**config.mk**
```make
export PLATFORM = sky130hd
export DESIGN_NAME = imem_boot_loader
export DESIGN_NICKNAME = d
export VERILOG_FILES = /design/src/rtl/imem_boot_loader.sv
export SDC_FILE = /design/constraint.sdc
export NUM_CORES = 1
export LEC_CHECK = 0
export BUFFER_PORTS_ARGS = -buffer_cell sky130_fd_sc_hd__buf_2
export CAP_MARGIN = 20
export CORE_ASPECT_RATIO = 1.75
export CORE_MARGIN = 2
export CORE_UTILIZATION = 40
export DETAILED_ROUTE_END_ITERATION = 8
export GPL_TIMING_DRIVEN = 0
export HOLD_SLACK_MARGIN = 0.1
export PLACE_DENSITY = 0.69
export SETUP_SLACK_MARGIN = 0.2
export SYNTH_ARGS = -nofsm -noshare
export SYNTH_HDL_FRONTEND = slang
export SYNTH_SLANG_ARGS = --single-unit
```
**constraint.sdc**
```tcl
create_clock -name clk -period 3.1 [get_ports clk]
set_input_delay 0.62 -clock clk [delete_from_list [all_inputs] [get_ports clk]]
set_output_delay 0.62 -clock clk [all_outputs]
set_load 0.02 [all_outputs]
```
**src/rtl/imem_boot_loader.sv**
```systemverilog
// Byte-stream boot loader: takes a 16-bit word-count header, packs bytes little-endian into 32-bit
// instruction-memory writes, and holds the core in reset until the image is in. Optional macro: BOOT_LOADER_CHECKSUM_EN.
module imem_boot_loader #(
    parameter int ADDR_W = 8,
    parameter int DEPTH  = 256
) (
    input  logic              clk,
    input  logic              rst_n,
    input  logic              start,
    input  logic              in_valid,
    input  logic [7:0]        in_data,
    output logic              in_ready,
    output logic              imem_we,
    output logic [ADDR_W-1:0] imem_addr,
    output logic [31:0]       imem_wdata,
    output logic [ADDR_W:0]   words_loaded,
    output logic              busy,
    output logic              cpu_run,
    output logic              err
);

    typedef enum logic [2:0] {
        S_IDLE,
        S_LEN_LO,
        S_LEN_HI,
        S_DATA,
`ifdef BOOT_LOADER_CHECKSUM_EN
        S_CHK,
`endif
        S_DONE,
        S_ERROR
    } state_t;

    state_t      state, state_next;
    logic [7:0]  len_lo;
    logic [15:0] word_count;
    logic [1:0]  byte_idx;
    logic [23:0] word_buf;
`ifdef BOOT_LOADER_CHECKSUM_EN
    logic [7:0]  csum;
`endif

    logic        accept;
    logic        start_ok;
    logic        last_word;
    logic [15:0] header;

    assign accept    = in_valid && in_ready;
    assign start_ok  = start && (state == S_IDLE || state == S_DONE || state == S_ERROR);
    assign header    = {in_data, len_lo};
    assign last_word = (16'(words_loaded) + 16'd1) == word_count;

`ifdef BOOT_LOADER_CHECKSUM_EN
    assign in_ready = (state == S_LEN_LO) || (state == S_LEN_HI) || (state == S_DATA) || (state == S_CHK);
`else
    assign in_ready = (state == S_LEN_LO) || (state == S_LEN_HI) || (state == S_DATA);
`endif
    assign busy    = in_ready;
    assign err     = (state == S_ERROR);
    // The final write pulse and the core release must never share a cycle.
    assign cpu_run = (state == S_DONE) && !imem_we;

    always_ff @(posedge clk or negedge rst_n) begin
        if (!rst_n) state <= S_IDLE;
        else        state <= state_next;
    end

    // NOTE: default assigned first so no path through the case leaves state_next unassigned (no latch).
    always_comb begin
        state_next = state;
        case (state)
            S_IDLE:   if (start) state_next = S_LEN_LO;
            S_LEN_LO: if (accept) state_next = S_LEN_HI;
            S_LEN_HI: if (accept) begin
`ifdef BOOT_LOADER_CHECKSUM_EN
                if (header == 16'd0) state_next = S_CHK;
`else
                if (header == 16'd0) state_next = S_DONE;
`endif
                else if ({16'd0, header} > 32'(DEPTH)) state_next = S_ERROR;
                else state_next = S_DATA;
            end
            S_DATA: if (accept && byte_idx == 2'd3 && last_word) begin
`ifdef BOOT_LOADER_CHECKSUM_EN
                state_next = S_CHK;
`else
                state_next = S_DONE;
`endif
            end
`ifdef BOOT_LOADER_CHECKSUM_EN
            S_CHK: if (accept) state_next = (in_data == csum) ? S_DONE : S_ERROR;
`endif
            S_DONE, S_ERROR: if (start) state_next = S_LEN_LO;
            default: state_next = S_IDLE;
        endcase
    end

    // NOTE: all sequential state uses non-blocking assignments so every register samples pre-edge values.
    always_ff @(posedge clk or negedge rst_n) begin
        if (!rst_n) begin
            len_lo       <= '0;
            word_count   <= '0;
            byte_idx     <= '0;
            word_buf     <= '0;
            imem_we      <= 1'b0;
            imem_addr    <= '0;
            imem_wdata   <= '0;
            words_loaded <= '0;
`ifdef BOOT_LOADER_CHECKSUM_EN
            csum         <= '0;
`endif
        end else begin
            imem_we <= 1'b0;
            if (start_ok) begin
                words_loaded <= '0;
                byte_idx     <= '0;
`ifdef BOOT_LOADER_CHECKSUM_EN
                csum         <= '0;
`endif
            end
            if (accept) begin
                case (state)
                    S_LEN_LO: len_lo     <= in_data;
                    S_LEN_HI: word_count <= header;
                    S_DATA: begin
                        byte_idx <= byte_idx + 2'd1;
`ifdef BOOT_LOADER_CHECKSUM_EN
                        csum     <= csum ^ in_data;
`endif
                        if (byte_idx == 2'd3) begin
                            imem_we      <= 1'b1;
                            imem_addr    <= words_loaded[ADDR_W-1:0];
                            imem_wdata   <= {in_data, word_buf};
                            words_loaded <= words_loaded + 1'b1;
                        end else begin
                            word_buf[{byte_idx, 3'b000} +: 8] <= in_data;
                        end
                    end
                    default: ;
                endcase
            end
        end
    end

endmodule

```
==> flow_metrics.env <==
export IMPL_avgSynthCellArea_sq_um=9.48
export IMPL_skew_ps=7.76
export IMPL_clkPwrFrac=0.266
export IMPL_fin_crit_ps=2790
export IMPL_die_w_um=85.0
export IMPL_place_area_sq_mm=0.00511
export IMPL_first_pass_iters=4
export IMPL_synth_seq_area_share=0.561
export IMPL_io_pins=66
export IMPL_synth_edf_count=0
export IMPL_combPwrFrac=0.289
export IMPL_yosysWarnings=0
export IMPL_core_area_sq_mm=0.0112
export IMPL_multi_input_area_sq_mm=0.00188
export IMPL_seq_power_share=0.445
export IMPL_antenna_found_initial=0
export IMPL_critPathMaxStageDelay_ps=610
export IMPL_rsz0062_at_grt="false"
export IMPL_routedWlPerCell_um=15.8
export IMPL_hold_buffers=0
export IMPL_critPathBufInv=0
export IMPL_grt_max_degree=69
export IMPL_cp_data_arrival_time_ps=3000
export IMPL_crit_top_cell="nand4_1"
export IMPL_fmax_ghz=0.358
export IMPL_nFillCells=1057
export IMPL_critical_path_cell_chain="nand4_1 > or4_1 > a211o_1 > a2111oi_2 > nand4_1 > nor3b_1"
export IMPL_hpwl_mm=7.93
export IMPL_path_clk_slew_ps=70
export IMPL_synth_ff_latch_count=103
export IMPL_design_area_sq_mm=0.00542
export IMPL_endpoint_kind="flop"
export IMPL_p_sw_w=0.00157
export IMPL_clk_latency_ps=360
export IMPL_netlist_area_sq_mm=0.00459
export IMPL_viasPerCell=5.23
export IMPL_grt_usage=0.188
export IMPL_crit_family="simple AND/OR/NAND/NOR gates"
export IMPL_holdWs_ps=215
export IMPL_post_cts_buffers=0
export IMPL_grt_pass1_wl_mm=18.4
export IMPL_critical_path_slowest_cell="a2111oi_2"
export IMPL_port_buffers=64
export IMPL_vdd_ir_drop_max_mv=0.394
export IMPL_overflow=0
export IMPL_syn_nets=502
export IMPL_p_int_w=0.00292
export IMPL_die_y_um=146
export IMPL_num_rows=51
export IMPL_crit_type="reg2reg"
export IMPL_timing_final_hold_violations=0
export IMPL_syn_inst=484
export IMPL_hp_class="in2async"
export IMPL_final_max_slew_viol_count=0
export IMPL_drc=0
export IMPL_cts_root_buffer="clkbuf_16"
export IMPL_period_share=0.900
export IMPL_htree_levels=3
export IMPL_start_kind="flop"
export IMPL_cts_resized=0
export IMPL_cts_buffer_depth=2
export IMPL_routed_wl_mm=11.0
export IMPL_dr_total_vias=3646
export IMPL_required_ps=3310
export IMPL_p_sw_frac=0.350
export IMPL_status="complete, no violations"
export IMPL_tightest_slew_ps=814
export IMPL_antenna_cells=0
export IMPL_drt_iter0_drc=239
export IMPL_final_nets=578
export IMPL_gp_congestion=0.802
export IMPL_p_per_area_mw_per_mm2=830
export IMPL_cts_inserted_buffers=9
export IMPL_grt_pass1_vias=3781
export IMPL_synth_cell_types=49
export IMPL_cap_violations=0
export IMPL_ff_latch_area_sq_mm=0.00258
export IMPL_area_delta_synth_final_pct=18.0
export IMPL_initial_core_util=0.411
export IMPL_postSynth_asyncResetShare=1.00
export IMPL_dieArea_sq_mm=0.0124
export IMPL_setup_viol=0
export IMPL_relSlewSlack=0.453
export IMPL_drive_above_1_share=0.200
export IMPL_critPathMaxFanout=8
export IMPL_cts_tree="done"
export IMPL_ant_nets=0
export IMPL_synthFlopType="dfrtp_1"
export IMPL_cts_sinks=103
export IMPL_power_leakage_nw=2.71
export IMPL_final_setup_tns_ps=0
worst paths after layout:
check	start	to	slack, ps	depth (start not counted)
min in group clk	word_buf[9]	imem_wdata[9]	470	2
max in group asynchronous	rst_n	state[2]	2180	2
worst min register to register	word_buf[9]	imem_wdata[9]	470	2
worst max register to register	words_loaded[0]	state[0]	310	6
worst min-delay path	rst_n	imem_wdata[4]	220	1
worst max-delay path	words_loaded[0]	state[0]	310	6
registers in the layout, summed over array words and instances, names as in the netlist:
signal and flops:
word_buf 24, imem_we 1, len_lo 8, byte_idx 2
imem_addr 8, state 3, imem_wdata 32, words_loaded 9
word_count 16
stage by stage:
stage          std cells  worst slack [ps]   util  power (W)
6_report             697               310  0.485    0.00450
5_1_grt              697               231  0.485    0.00477
4_1_cts              697               344  0.485    0.00452
3_3_place_gp         680               363  0.455    0.00325
3_5_place_dp         681               362  0.457    0.00332
2_1_floorplan        484               733      -    0.00289
cell type report:
class,count,area share
Inverter,8,0.00554
Buffer,25,0.0187
Clock buffer,10,0.0441
Clock inverter,6,0.0134
Tap cell,132,0.0305
Multi-Input combinational cell,348,0.347
Timing Repair Buffer,65,0.0647
Sequential cell,103,0.476
power groups by stage:
stage / clock network [W] / registers [W] / logic, W
floorplan: 0 / 0.00208 / 0.000814
global placement: 0 / 0.00200 / 0.00125
detailed placement: 0 / 0.00202 / 0.00130
CTS: 0.00121 / 0.00200 / 0.00131
global route: 0.00127 / 0.00205 / 0.00144
finish: 0.00120 / 0.00200 / 0.00130
metal layers:
layer  share of wire  up-vias  GRT usage
li1                -     1766          -
met1            0.39     1781      0.208
met2            0.55       84      0.342
met3           0.034       15     0.0357
met4           0.023        0     0.0794
met5               0        -          0
worst register-to-register path, stage by stage, from the launching register on:
cell	delay (ps)
dfrtp_1	570
nand4_1	340
or4_1	490
a211o_1	330
a2111oi_2	610
nand4_1	150
nor3b_1	160
cells in the mapped netlist, drive strengths merged, types with 4 or more instances:
master | count | share of area
nand4 | 4 | 0.0055
inv | 7 | 0.0057
nand2 | 188 | 0.15
o21ai | 38 | 0.041
mux2 | 24 | 0.059
nor2 | 10 | 0.0082
nand3 | 7 | 0.0087
and3 | 5 | 0.0068
buf | 5 | 0.0057
a21oi | 5 | 0.0055
ha | 6 | 0.016
nor3b | 4 | 0.0076
dfrtp | 103 | 0.56
xnor2 | 7 | 0.013
nor3 | 4 | 0.0044
clkbuf | 20 | 0.016
nor4 | 7 | 0.0095
layout by cell type, fill, tap and decap left out, drive strengths merged, types with 3 or more instances in the layout:
cell,n
nand2,188
dfrtp,103
buf,70
o21ai,38
clkbuf,30
mux2,24
inv,11
nor2,10
nor4,7
xnor2,7
nand3,7
ha,6
and3,5
a21oi,5
nand4,4
nor3,4
nor3b,4
nand3b,3
o31ai,3
o211ai,3
cell families after synthesis:
group                      Yosys count  synth area share
and+or+nand+nor                    245             0.233
DFF                                103             0.561
AOI/OAI and AO/OA                   63            0.0823
buffers and inverters               33            0.0286
muxes                               25            0.0611
xor gates and xnor gates             9            0.0172
adders and majority gates            6            0.0164
No activity file was read; power rests on OpenSTA's default activity.
